**config.mk**
```make
export PLATFORM = sky130hd
export DESIGN_NAME = adc_spi_responder_flat
export DESIGN_NICKNAME = d
export VERILOG_FILES = /design/src/rtl/adc_spi_responder_if.sv /design/src/rtl/adc_spi_responder.sv /design/src/flat_wrapper.sv
export SDC_FILE = /design/constraint.sdc
export NUM_CORES = 1
export LEC_CHECK = 0
export CELL_PAD_IN_SITES_DETAIL_PLACEMENT = 0
export CELL_PAD_IN_SITES_GLOBAL_PLACEMENT = 1
export CORE_MARGIN = 2
export CORE_UTILIZATION = 39
export DETAILED_ROUTE_END_ITERATION = 10
export GPL_ROUTABILITY_DRIVEN = 1
export GPL_TIMING_DRIVEN = 1
export PLACE_DENSITY = 0.77
export SETUP_SLACK_MARGIN = 0.2
export SLEW_MARGIN = 10
export SYNTH_ARGS = -nofsm -noshare
export SYNTH_HDL_FRONTEND = slang
export SYNTH_SLANG_ARGS = --single-unit
```
**constraint.sdc**
```tcl
create_clock -name clk -period 2.4 [get_ports clk]
set_clock_uncertainty 0.05 [all_clocks]
set_input_delay 0.48 -clock clk [delete_from_list [all_inputs] [get_ports clk]]
set_output_delay 0.48 -clock clk [all_outputs]
set_load 0.1 [all_outputs]
```
**src/rtl/adc_spi_responder_if.sv**
```systemverilog
// Pin-level bundle between an SPI master (or its bench) and the ADC responder.
// Inputs come straight from pins that are asynchronous to clk; the responder synchronises them.
interface adc_spi_responder_if #(
   parameter int DATA_W = 8
);
   logic              cs_n;
   logic              sclk;
   logic [DATA_W-1:0] adc_data;
   logic              sdata;
   logic              sdata_oe;
   logic              busy;
   logic              frame_done;
   logic              frame_abort;
   logic [DATA_W-1:0] sample_out;
   logic [1:0]        state_dbg;

   // Protocol: cs_n falling opens a frame and sclk falling advances it by one bit.
   // The master samples sdata on sclk rising, and cs_n rising closes the frame.
   modport slave (
      input  cs_n,
      input  sclk,
      input  adc_data,
      output sdata,
      output sdata_oe,
      output busy,
      output frame_done,
      output frame_abort,
      output sample_out,
      output state_dbg
   );

   modport master (
      output cs_n,
      output sclk,
      output adc_data,
      input  sdata,
      input  sdata_oe,
      input  busy,
      input  frame_done,
      input  frame_abort,
      input  sample_out,
      input  state_dbg
   );
endinterface

```
**src/rtl/adc_spi_responder.sv**
```systemverilog
// Emulates a serial ADC: each frame is LEAD_ZEROS zeros, then the latched sample MSB first,
// then TRAIL_ZEROS zeros. The frame advances on synchronised sclk falls.
module adc_spi_responder #(
   parameter int LEAD_ZEROS  = 3,
   parameter int DATA_W      = 8,
   parameter int TRAIL_ZEROS = 4
) (
   input  logic                  clk,
   input  logic                  n_rst,
   adc_spi_responder_if.slave    bus
);
   localparam int FRAME = LEAD_ZEROS + DATA_W + TRAIL_ZEROS;
   localparam int IDX_W = $clog2(FRAME + 1);

   localparam logic [IDX_W-1:0] DATA_START = IDX_W'(LEAD_ZEROS);
   localparam logic [IDX_W-1:0] DATA_END   = IDX_W'(LEAD_ZEROS + DATA_W);
   localparam logic [IDX_W-1:0] FRAME_LEN  = IDX_W'(FRAME);
   localparam logic [IDX_W-1:0] IDX_ONE    = IDX_W'(1);

   typedef enum logic [1:0] {
      ST_IDLE  = 2'd0,
      ST_SHIFT = 2'd1,
      ST_HOLD  = 2'd2
   } state_t;

   logic cs_sync1_q, cs_sync2_q, cs_hist_q;
   logic sclk_sync1_q, sclk_sync2_q, sclk_hist_q;
   logic cs_fall, cs_rise, sclk_fall;

   state_t            state_q, state_d;
   logic [IDX_W-1:0]  bit_idx_q, bit_idx_d;
   logic [DATA_W-1:0] shreg_q, shreg_d;
   logic [DATA_W-1:0] sample_q, sample_d;
   logic              sdata_q, sdata_d;
   logic              oe_q, oe_d;
   logic              done_q, done_d;
   logic              abort_q, abort_d;
   logic [IDX_W-1:0]  next_idx;

   // Synchronisers preset high so that leaving reset with idle-high pins looks like no edge.
   always_ff @(posedge clk) begin
      if (!n_rst) begin
         cs_sync1_q   <= 1'b1;
         cs_sync2_q   <= 1'b1;
         cs_hist_q    <= 1'b1;
         sclk_sync1_q <= 1'b1;
         sclk_sync2_q <= 1'b1;
         sclk_hist_q  <= 1'b1;
      end else begin
         cs_sync1_q   <= bus.cs_n;
         cs_sync2_q   <= cs_sync1_q;
         cs_hist_q    <= cs_sync2_q;
         sclk_sync1_q <= bus.sclk;
         sclk_sync2_q <= sclk_sync1_q;
         sclk_hist_q  <= sclk_sync2_q;
      end
   end

   assign cs_fall   =  cs_hist_q   & ~cs_sync2_q;
   assign cs_rise   = ~cs_hist_q   &  cs_sync2_q;
   assign sclk_fall =  sclk_hist_q & ~sclk_sync2_q;
   assign next_idx  = bit_idx_q + IDX_ONE;

   function automatic logic in_data(input logic [IDX_W-1:0] k);
      return (k >= DATA_START) && (k < DATA_END);
   endfunction

   always_ff @(posedge clk) begin
      if (!n_rst) begin
         state_q   <= ST_IDLE;
         bit_idx_q <= '0;
         shreg_q   <= '0;
         sample_q  <= '0;
         sdata_q   <= 1'b0;
         oe_q      <= 1'b0;
         done_q    <= 1'b0;
         abort_q   <= 1'b0;
      end else begin
         state_q   <= state_d;
         bit_idx_q <= bit_idx_d;
         shreg_q   <= shreg_d;
         sample_q  <= sample_d;
         sdata_q   <= sdata_d;
         oe_q      <= oe_d;
         done_q    <= done_d;
         abort_q   <= abort_d;
      end
   end

   // The shift register's MSB is always the next sample bit to emit; it shifts only
   // when a data-region bit goes out, so lead/trail zeros leave it untouched.
   always_comb begin
      state_d   = state_q;
      bit_idx_d = bit_idx_q;
      shreg_d   = shreg_q;
      sample_d  = sample_q;
      sdata_d   = sdata_q;
      oe_d      = oe_q;
      done_d    = 1'b0;
      abort_d   = 1'b0;

      case (state_q)
         ST_IDLE: begin
            sdata_d = 1'b0;
            oe_d    = 1'b0;
            if (cs_fall) begin
               sample_d  = bus.adc_data;
               bit_idx_d = '0;
               oe_d      = 1'b1;
               state_d   = ST_SHIFT;
               if (in_data('0)) begin
                  sdata_d = bus.adc_data[DATA_W-1];
                  shreg_d = bus.adc_data << 1;
               end else begin
                  sdata_d = 1'b0;
                  shreg_d = bus.adc_data;
               end
            end
         end

         ST_SHIFT: begin
            // cs_n rising takes priority; a coincident sclk fall is dropped.
            if (cs_rise) begin
               sdata_d = 1'b0;
               oe_d    = 1'b0;
               abort_d = 1'b1;
               state_d = ST_IDLE;
            end else if (sclk_fall) begin
               bit_idx_d = next_idx;
               if (next_idx < FRAME_LEN) begin
                  if (in_data(next_idx)) begin
                     sdata_d = shreg_q[DATA_W-1];
                     shreg_d = shreg_q << 1;
                  end else begin
                     sdata_d = 1'b0;
                  end
               end else begin
                  sdata_d = 1'b0;
                  state_d = ST_HOLD;
               end
            end
         end

         ST_HOLD: begin
            sdata_d = 1'b0;
            if (cs_rise) begin
               oe_d    = 1'b0;
               done_d  = 1'b1;
               state_d = ST_IDLE;
            end
         end

         default: begin
            sdata_d = 1'b0;
            oe_d    = 1'b0;
            state_d = ST_IDLE;
         end
      endcase
   end

   assign bus.sdata       = sdata_q;
   assign bus.sdata_oe    = oe_q;
   assign bus.busy        = (state_q != ST_IDLE);
   assign bus.frame_done  = done_q;
   assign bus.frame_abort = abort_q;
   assign bus.sample_out  = sample_q;
   assign bus.state_dbg   = state_q;
endmodule

```
**src/flat_wrapper.sv**
```systemverilog
// flat-port wrapper written by rule: the top's interface ports become plain ports
module adc_spi_responder_flat 
#(
   parameter int LEAD_ZEROS  = 3,
   parameter int DATA_W      = 8,
   parameter int TRAIL_ZEROS = 4
)
  (clk, n_rst, bus_cs_n, bus_sclk, bus_adc_data, bus_sdata, bus_sdata_oe, bus_busy, bus_frame_done, bus_frame_abort, bus_sample_out, bus_state_dbg);
  adc_spi_responder_if #(.DATA_W(DATA_W)) bus_i ();
  input  logic clk;
  input  logic n_rst;
  input wire logic [$bits(bus_i.cs_n)-1:0] bus_cs_n;
  input wire logic [$bits(bus_i.sclk)-1:0] bus_sclk;
  input wire logic [$bits(bus_i.adc_data)-1:0] bus_adc_data;
  output wire logic [$bits(bus_i.sdata)-1:0] bus_sdata;
  output wire logic [$bits(bus_i.sdata_oe)-1:0] bus_sdata_oe;
  output wire logic [$bits(bus_i.busy)-1:0] bus_busy;
  output wire logic [$bits(bus_i.frame_done)-1:0] bus_frame_done;
  output wire logic [$bits(bus_i.frame_abort)-1:0] bus_frame_abort;
  output wire logic [$bits(bus_i.sample_out)-1:0] bus_sample_out;
  output wire logic [$bits(bus_i.state_dbg)-1:0] bus_state_dbg;
  assign bus_i.cs_n = bus_cs_n;
  assign bus_i.sclk = bus_sclk;
  assign bus_i.adc_data = bus_adc_data;
  assign bus_sdata = bus_i.sdata;
  assign bus_sdata_oe = bus_i.sdata_oe;
  assign bus_busy = bus_i.busy;
  assign bus_frame_done = bus_i.frame_done;
  assign bus_frame_abort = bus_i.frame_abort;
  assign bus_sample_out = bus_i.sample_out;
  assign bus_state_dbg = bus_i.state_dbg;
  adc_spi_responder #(.LEAD_ZEROS(LEAD_ZEROS), .DATA_W(DATA_W), .TRAIL_ZEROS(TRAIL_ZEROS)) u_core (.clk(clk), .n_rst(n_rst), .bus(bus_i));
endmodule
```
==> results.md, run 1 <==
* Outcome: completed
* Vias in the first global route at 1238
* Hold Crit Class: flip-flop to flip-flop
* H-tree levels at 2
* Cells on worst reg2reg path at 7
* # hold bufs at CTS at 0
* First drt pass iteration count at 4
* Layout area overhead at 27.1%
* RSZ-0062 raised after global routing: no
* Fmax at 0.527 GHz
* Clk network pwr share at around 29%
* Tmin final at between 1500 and 2000 ps
* Cell Pwr Density at slightly below 800 mW/mm^2
* DP Wirelength at between 2000 and 2500 um
* N_diodes at 0
* Syn avg cell area at a little over 9 um^2
* CP endpoint kind: flip-flop
* Critical Path Source Type: flip-flop
* Clock Tree Buf Depth at 2
* Setup TNS at 0 ps
* Setup violators final at 0
* Register-to-register setup slack at ~500 ps
* DRC errors left at 0
* Worst R2R End: u_core.shreg_q[0]
* Register area share after synthesis at 41.7%
* Relative slew margins at 65.7%
* Die W at 66.7 um
* Total GRT Usage at 16.0%
* Clock root buffer master: clkbuf_8
* PostCTS Resize Cnt at 0
* Cells along the critical path: inv_1, ha_1, buf_4, nand2_1, o22ai_4, nand4_4, a31o_1
* Boundary Pins at 27
* Die Area at approximately 0.0045 mm^2
* Clk slew on worst S/H paths at around 70 ps
* Postcts setup bufs at 0
* Crit path max-delay family: compound AO/OA/AOI/OAI gates
* Switching power of the nets at around 540 uW
* Via count at approximately 1200
* Pin count of the biggest net entering global routing at 17
* Biggest cell delay along the critical path at ~350 ps
* Row count at 22
* Peak supply drop at 0.000371 V
* Core footprint at ~0.0037 mm^2
* Critical path class: flip-flop to flip-flop
* Synthesis-stage register bit count at 32
* Initial antenna violation count at 0
* Drt total wl at roughly 3100 um
* RePlAce Congestion at roughly 0.78
* Leading cell type in the layout, fill and taps excluded: nand2_1
* CTS Buf Count at 5
* Aggregate global routing overflow at 0
* CP arrival at around 2000 ps
* RR Startpoint: u_core.bus.state_dbg[1]
* Mapped Cells at about 170
* Hold Vio Cnt, Final at 0
* Avg WL per Cell at between 10 and 15 um
* Netlist cell types at 34
* Hold Path Depth at 1
* Internal power at ~980 uW
* CP Max Fanout at 10
* Cell depth of the worst setup path at 7
* CP bufs+invs at 2
* Fillers at between 300 and 400
* Max_cap viols at 0
* Port bufs at 26
* Skew-Pair Late Insertion Delay at around 280 ps
* Yosys Warn Count at 0
* CP startpoint: u_core.bus.state_dbg[1]
* Tcrit/Tclk final at 79.1%
* Final design utilization at approximately 52%
* Reg power frac at about two fifths
* Critical Path RT at 2530 ps
* Setup crit end: u_core.shreg_q[0]
* Switch share at between 30% and 40%
* Nets at between 200 and 250
* Post-Layout Cell Count at 246
* Comb pwr share at ~33%
* Clock tree from TritonCTS: done
* Least-Margin Pin Slew at just over 500 ps
* DRT iter0 DRCs at 115
* Die H at 66.7 um
* First-pass GRT wire length at between 5000 and 6000 um
* Leakage at around 0.80 nW
* Commonest cells after routing, fill and taps aside: nand2_1 (36), dfxtp_1 (30), buf_4 (19)
* Routed vias/inst at roughly 5
* Synthesized area at around 0.0015 mm^2
* Effective utilization at floorplan at approximately 41%
* Slowest-stage cell, CP: dfxtp_4
* Placed cells at between 200 and 250
* Layout cells sized above 1 at 22.7%
* Fin. max-slew vios at 0
* Syn_nets at around 190
* Clk sink count at 32
* Routed Antenna Nets at 0
-- state kept, by name (all words and copies together), names as in the netlist --
register,count
u_core.bus.sdata,1
u_core.shreg_q,8
u_core.bus.sdata_oe,1
u_core.bus.state_dbg,2
u_core.bus.frame_done,1
u_core.cs_sync2_q,1
u_core.bit_idx_q,4
u_core.sclk_sync1_q,1
u_core.cs_hist_q,1
u_core.cs_sync1_q,1
u_core.bus.frame_abort,1
u_core.sclk_sync2_q,1
u_core.bus.sample_out,8
u_core.sclk_hist_q,1
-- Yosys cell counts --
cell type,instances,area [um^2]
nand4_1,1,6.26
o21ai_0,1,5.00
a31o_1,1,8.76
nor4b_1,1,8.76
mux2i_1,10,100
inv_2,1,3.75
and3_1,3,18.8
clkbuf_1,4,15.0
a211o_1,1,8.76
buf_2,4,20.0
o21a_1,2,15.0
ha_1,6,75.1
nand3_1,4,20.0
nor2_1,4,15.0
nand4_4,1,21.3
nor2b_4,1,13.8
and2_1,3,18.8
nand2b_1,9,56.3
a21boi_0,9,67.6
nor2b_1,6,37.5
a21boi_2,1,11.3
mux2_2,7,78.8
nor3_1,2,10.0
nand2_1,36,135
xor2_1,1,8.76
o22ai_4,1,20.0
o221a_2,1,11.3
o21ai_1,1,5.00
a21oi_1,3,15.0
xnor2_1,3,26.3
nand3b_1,2,15.0
inv_1,4,15.0
nor3b_1,1,7.51
dfxtp_1,32,641
-- metrics by stage --
stage                     total power, mW  area (um^2)  setup slack (ps)  hold slack, ps
final                                1.52         1950               502             363
after global routing                 1.60         1950               353             381
after CTS                            1.54         1950               488             368
after detailed placement             1.10         1850               486             351
after global placement               1.08         1850               546             340
after floorplan                     0.964         1560               217             336
-- worst register-to-register path: cells and delay by family, from the launching register on --
family | cells | cell delay, ps
compound gates | 2 | 550
simple gates | 2 | 400
flops | 1 | 350
buf+inv | 2 | 280
fa+ha+maj | 1 | 180
-- worst min path at each step --
stage	slack, ps	to	from
final	360	u_core.sclk_sync2_q	u_core.sclk_sync1_q
after global routing	380	u_core.cs_sync2_q	u_core.cs_sync1_q
after detailed placement	350	u_core.sclk_sync2_q	u_core.sclk_sync1_q
after floorplan	340	u_core.cs_sync2_q	u_core.cs_sync1_q
after CTS	370	u_core.sclk_sync2_q	u_core.sclk_sync1_q
after global placement	340	u_core.cs_sync2_q	u_core.cs_sync1_q
-- power by group through the flow --
stage / clock [mW] / sequential, mW / combinational, mW
final: 0.438 / 0.579 / 0.503
after global routing: 0.476 / 0.583 / 0.536
after CTS: 0.459 / 0.579 / 0.505
after detailed placement: 0 / 0.591 / 0.504
after global placement: 0 / 0.590 / 0.494
after floorplan: 0 / 0.687 / 0.277
-- area by class of cell --
class / count / area (um^2) / share of cell area [%]
Inverter: 5 / 22.5 / 1.15
Tap cell: 48 / 60.1 / 3.08
Clock inverter: 2 / 13.8 / 0.706
Timing Repair Buffer: 31 / 273 / 14.0
Sequential cell: 32 / 648 / 33.2
Clock buffer: 6 / 82.6 / 4.23
Multi-Input combinational cell: 122 / 851 / 43.6
-- cell families after synthesis --
logic type | synth area share, %
simple gates | 25.0
flops | 41.7
compound gates | 10.9
mux | 11.7
buf+inv | 3.50
fa+ha+maj | 4.89
xor+xnor | 2.28
-- per-layer routing --
layer  vias up  GRT usage, %  wire length, um
li1        618             -                -
met1       584          17.7             1310
met2        16          28.7             1660
met3         4          4.56               97
met4         0          6.38               31
met5         -             0                0
Note: power is estimated with default switching activity, not from simulation.
==> run 2, diff against run 1 <==
==> constraint.sdc (replaced) <==
create_clock -name clk -period 1.9 [get_ports clk]
set_clock_uncertainty 0.05 [all_clocks]
set_input_delay 0.38 -clock clk [delete_from_list [all_inputs] [get_ports clk]]
set_output_delay 0.38 -clock clk [all_outputs]
set_load 0.1 [all_outputs]
==> run 2 against run 1 <==
  * Sequential share of layout area is 4.4 points lower
  * Core utilization grew 8.6 points
  * Critical endpoint unchanged
  * Sequential cell count is the same
  * First-iteration DRC count shrank 69%
  * Die area unchanged
  * Non-clock buffer count is 13 higher
  * Combinational power grew 50%
  * Clock power grew 25%
  * Register-to-register slack lost 310 ps
==> results.md, run 2 (same netlist as run 1, synthesis figures left out) <==
* Die H at 66.7 um (unchanged)
* Fmax at 0.586 GHz (+11%)
* Skew-Pair Late Insertion Delay at 280 ps (about the same)
* Row count at 22 (unchanged)
* Clock tree from TritonCTS: done
* CP bufs+invs at 0 (-2)
* Leading cell type in the layout, fill and taps excluded: nand2_1
* Die W at 66.7 um (unchanged)
* Effective utilization at floorplan at 41.3% (unchanged)
* Least-Margin Pin Slew at 302 ps (-211 ps)
* Vias in the first global route at 1152 (-6.9%)
* Clk slew on worst S/H paths at 70 ps (about the same)
* CP Max Fanout at 8 (-2)
* # hold bufs at CTS at 0 (unchanged)
* Register-to-register setup slack at 190 ps (-310 ps)
* Boundary Pins at 27 (unchanged)
* Tmin final at 1710 ps (-190 ps)
* Slowest-stage cell, CP: dfxtp_4
* Met2 usage at 27.5% (-1.2 points)
* DRC errors left at 0 (unchanged)
* Via count at 1259 (+3.0%)
* N_diodes at 0 (unchanged)
* H-tree levels at 2 (unchanged)
* Biggest cell delay along the critical path at 370 ps (+20 ps)
* Fillers at 324 (-11%)
* Max_cap viols at 0 (unchanged)
* Peak supply drop at 0.000476 V (+28%)
* Tot Pwr at 2.04 mW (+34%)
* Hold Vio Cnt, Final at 0 (unchanged)
* RePlAce Congestion at 0.876 (+12%)
* Die Area at 0.00445 mm^2 (unchanged)
* Critical Path RT at 2030 ps (-500 ps)
* Crit path max-delay family: compound AO/OA/AOI/OAI gates
* Total GRT Usage at 15.6% (-0.47 points)
* Routed vias/inst at 4.86 (-2.1%)
* Most used routing layer: met2
* Routed Antenna Nets at 0 (unchanged)
* Met1 Usage GRT at 17.5% (-0.15 points)
* Clock root buffer master: clkbuf_8
* Place WS at 78.0 ps (-408 ps)
* Leakage at 0.913 nW (+15%)
* Avg WL per Cell at 12.3 um (-2.2%)
* Tcrit/Tclk final at 89.9% (+11 points)
* Clock Tree Buf Depth at 2 (unchanged)
* Cells along the critical path: ha_4, nor2b_4, xnor2_2, a211o_1, nand4_4, a31o_1
* Layout cells sized above 1 at 33.6% (+11 points)
* Met3 Use GR at 3.89% (-0.68 points)
* CTS Buf Count at 5 (unchanged)
* Critical Path Source Type: flip-flop
* Outcome: completed
* Port bufs at 26 (unchanged)
* Aggregate global routing overflow at 0 (unchanged)
* CP endpoint kind: flip-flop
* Drt total wl at 3190 um (+2.9%)
* Cell Pwr Density at 896 mW/mm^2 (+15%)
* DP Wirelength at 2400 um (+3.9%)
* Layout area overhead at 47.9%
* Setup slack after layout at 192 ps (-310 ps)
* Commonest cells after routing, fill and taps aside: nand2_1 (35), dfxtp_1 (28), buf_4 (19)
* Clk sink count at 32 (unchanged)
* Fin. max-slew vios at 0 (unchanged)
* CP arrival at 1840 ps (-190 ps)
* First drt pass iteration count at 4 (unchanged)
* Relative slew margins at 79.8% (+14 points)
* RSZ-0062 raised after global routing: yes
* Nets at 228 (+6.0%)
* Initial antenna violation count at 0 (unchanged)
* Critical path class: flip-flop to flip-flop
* First-pass GRT wire length at 5170 um (-3.3%)
* Pin count of the biggest net entering global routing at 13 (-4)
* Core footprint at 0.00372 mm^2 (unchanged)
* DRT iter0 DRCs at 36 (-69%)
* Setup violators final at 0 (unchanged)
* Hold Crit Class: flip-flop to flip-flop
==> run 2: what timing repair did <==
| action | in CTS | in global routing |
|---|---|---|
| setup buffers | 0 | 10 |
| gates resized for setup | 9 | 6 |
| endpoints found under the setup margin | 9 | 10 |
| pin swaps | 1 | 7 |
==> run 2: path summary, 6_finish.rpt <==
path / from / end / cells past startpoint
worst max-delay path: u_core.bit_idx_q[1] / u_core.shreg_q[0] / 6
worst min-delay path: u_core.cs_sync1_q / u_core.cs_sync2_q / 1
worst max register to register: u_core.bit_idx_q[1] / u_core.shreg_q[0] / 6
worst min register to register: u_core.cs_sync1_q / u_core.cs_sync2_q / 1
==> run 2: per-stage QoR <==
step	hold slack [ps]	cells	utilization [%]	setup TNS, ps	area (um^2)
CTS	370	249	58.5	0	2170
global route	398	259	61.1	0	2270
global placement	338	241	55.1	0	2050
finish	368	259	61.1	0	2270
detailed placement	354	241	55.1	0	2050
floorplan	336	167	-	-1440	1580
==> run 2: final cells by class <==
cell class,count,area [um^2],share of cell area [%]
tap,48,60.1,2.64
clock buffer,6,82.6,3.64
clock inverter,2,10.0,0.441
multi-input combinational,122,911,40.1
sequential,32,656,28.9
inverter,5,27.5,1.21
timing repair buffer,44,524,23.1
==> run 2: per-layer routing <==
metal / part of all wire, % / up-vias
met5: 0 / -
met4: 1.1 / 0
met3: 3.9 / 4
met2: 51 / 17
met1: 44 / 598
li1: - / 640
==> run 2: where the power goes <==
| group | switching, mW | internal (mW) |
|---|---|---|
| Combinational | 0.417 | 0.335 |
| Clock | 0.257 | 0.289 |
| Sequential | 0.0308 | 0.707 |
| Total | 0.705 | 1.33 |
==> run 3, diff against run 2 <==
--- a/config.mk
+++ b/config.mk
@@ -8,12 +8,12 @@
 export CELL_PAD_IN_SITES_DETAIL_PLACEMENT = 0
 export CELL_PAD_IN_SITES_GLOBAL_PLACEMENT = 1
 export CORE_MARGIN = 2
-export CORE_UTILIZATION = 39
+export CORE_UTILIZATION = 42
 export DETAILED_ROUTE_END_ITERATION = 10
 export GPL_ROUTABILITY_DRIVEN = 1
 export GPL_TIMING_DRIVEN = 1
-export PLACE_DENSITY = 0.77
-export SETUP_SLACK_MARGIN = 0.2
+export PLACE_DENSITY = 0.82
+export SETUP_SLACK_MARGIN = 0.3
 export SLEW_MARGIN = 10
 export SYNTH_ARGS = -nofsm -noshare
 export SYNTH_HDL_FRONTEND = slang
==> constraint.sdc (replaced) <==
create_clock -name clk -period 2 [get_ports clk]
set_clock_uncertainty 0.05 [all_clocks]
set_input_delay 0.4 -clock clk [delete_from_list [all_inputs] [get_ports clk]]
set_output_delay 0.4 -clock clk [all_outputs]
set_load 0.1 [all_outputs]
==> run 3 against run 2 <==
  * Register-to-register slack better by 140 ps
  * Worst setup slack better by 140 ps
  * Critical endpoint is now u_core.shreg_q[3]
  * Highest routed layer unchanged
  * Final area is 10% lower
  * Hold slack got worse by 2.0 ps
  * Global-route usage is 0.82 points higher
  * Maximum frequency increased by 2.5%
==> results.md, run 3 (same netlist as run 1, synthesis figures left out) <==
* Outcome: completed
* Row count at 21 (-4.5%)
* Skew-Pair Late Insertion Delay at 340 ps (+60 ps)
* DP Wirelength at 2260 um (-5.8%)
* Leakage at 0.834 nW (-8.6%)
* Clock tree from TritonCTS: done
* Cells along the critical path: ha_4, nor2b_4, xnor2_2, a211o_1, nand4_4, mux2i_1
* Max_cap viols at 0 (unchanged)
* # hold bufs at CTS at 0 (unchanged)
* Final design utilization at 59.7% (-1.4 points)
* Fin. max-slew vios at 0 (unchanged)
* Area occupied by multi-input gates at 905 um^2 (-0.69%)
* DRC errors left at 0 (unchanged)
* Pin count of the biggest net entering global routing at 18 (+5)
* Tcrit/Tclk final at 83.3% (-6.6 points)
* Aggregate global routing overflow at 0 (unchanged)
* Tot Pwr at 1.75 mW (-14%)
* Total GRT Usage at 16.4% (+0.82 points)
* Hold Crit Class: flip-flop to flip-flop
* Boundary Pins at 27 (unchanged)
* RePlAce Congestion at 0.844 (-3.7%)
* Hold Vio Cnt, Final at 0 (unchanged)
* H-tree levels at 2 (unchanged)
* Avg WL per Cell at 12.5 um (+1.2%)
* Crit path max-delay family: flip-flops
* Clk sink count at 32 (unchanged)
* Fmax at 0.600 GHz (+2.5%)
* N_diodes at 0 (unchanged)
* Commonest cells after routing, fill and taps aside: nand2_1 (36), dfxtp_1 (28), buf_4 (24)
* First drt pass iteration count at 4 (unchanged)
* Biggest cell delay along the critical path at 390 ps (+20 ps)
* Register area at 656 um^2 (unchanged)
* Relative slew margins at 77.2% (-2.6 points)
* Fillers at 323 (-0.31%)
* Critical path class: flip-flop to flip-flop
* RSZ-0062 raised after global routing: yes
* Leading cell type in the layout, fill and taps excluded: nand2_1
* Peak supply drop at 0.000405 V (-15%)
* Routed vias/inst at 4.90 (+0.88%)
* Least-Margin Pin Slew at 341 ps (+38.8 ps)
* Critical Path Source Type: flip-flop
* Setup violators final at 0 (unchanged)
* Routed Antenna Nets at 0 (unchanged)
* Fin Hold WS at 366 ps (-2.03 ps)
* DRT iter0 DRCs at 65 (+81%)
* Layout area overhead at 32.8%
* Clk slew on worst S/H paths at 100 ps (+30 ps)
* Die H at 64.5 um (-3.4%)
* CTS Buf Count at 5 (unchanged)
* Vias in the first global route at 1195 (+3.7%)
* CP Max Fanout at 8 (unchanged)
* Tmin final at 1670 ps (-41.5 ps)
* Slowest-stage cell, CP: dfxtp_4
* Initial antenna violation count at 0 (unchanged)
* Die Area at 0.00416 mm^2 (-6.7%)
* Setup TNS at 0 ps (unchanged)
* Nets at 221 (-3.1%)
* Port bufs at 26 (unchanged)
* Critical Path RT at 2200 ps (+170 ps)
* Die W at 64.5 um (-3.4%)
* Clock root buffer master: clkbuf_4
* CP bufs+invs at 0 (unchanged)
* Cell Pwr Density at 860 mW/mm^2 (-4.1%)
* CP endpoint kind: flip-flop
* CP arrival at 1870 ps (+30 ps)
* Core footprint at 0.00342 mm^2 (-8.1%)
* Clock Tree Buf Depth at 2 (unchanged)
* Effective utilization at floorplan at 44.9% (+3.6 points)
* First-pass GRT wire length at 5170 um (unchanged)
* Via count at 1221 (-3.0%)
* Layout cells sized above 1 at 30.0% (-3.6 points)
* Drt total wl at 3100 um (-2.7%)
run 3: cell types whose count changed in the layout (fill, tap and decap cells not counted), sizes merged:
cell,before,now
buf,33,26
clkbuf,6,7
clkinv,2,0
run 3: final timing paths:
kind                        from           endpoint  depth (start not counted)  slack, ps
min            u_core.cs_sync1_q  u_core.cs_sync2_q                          1        370
max          u_core.bit_idx_q[1]  u_core.shreg_q[3]                          6        330
min reg2reg    u_core.cs_sync1_q  u_core.cs_sync2_q                          1        370
max reg2reg  u_core.bit_idx_q[1]  u_core.shreg_q[3]                          6        330
run 3: report_power, final:
group          leakage, nW  switching [mW]  internal, mW  total [mW]
clock network       0.0374           0.211         0.199       0.410
logic                0.534           0.384         0.263       0.647
registers            0.263          0.0247         0.671       0.696
total                0.834           0.619          1.13        1.75
run 3: timing repair:
| item | in CTS | in global routing |
|---|---|---|
| endpoints found under the setup margin | 9 | 10 |
| cloned | 0 | 0 |
| resized for setup | 12 | 3 |
| buffers inserted | 3 | 3 |
| hold endpoints to repair | 0 | 0 |
| pin swaps | 4 | 3 |
run 3: metrics by stage:
step | setup slack (ps) | std cells | instance area, um^2
final | 334 | 249 | 2040
after global routing | 261 | 249 | 2040
after floorplan | -56.9 | 167 | 1580
after detailed placement | 196 | 236 | 1870
after CTS | 307 | 246 | 2010
after global placement | 264 | 236 | 1870
run 3: layout make-up:
class	instances	area share (%)
Inverter	5	1.47
Clock buffer	7	3.19
Timing Repair Buffer	37	16.0
Tap cell	46	2.82
Multi-Input combinational cell	122	44.4
Sequential cell	32	32.2
run 3: metal layers:
| metal | track usage, % | share of wire (%) | vias to the layer above |
|---|---|---|---|
| met5 | 0 | 0 | - |
| met4 | 5.59 | 1.5 | 0 |
| met3 | 6.25 | 4.3 | 5 |
| met2 | 28.0 | 51 | 19 |
| met1 | 18.8 | 43 | 565 |
| li1 | - | - | 632 |
run 3: worst reg2reg max path, cell delays in order (launching register included):
cell and delay, ps:
dfxtp_4 390, ha_4 180, nor2b_4 130, xnor2_2 140, a211o_1 300, nand4_4 180, mux2i_1 210
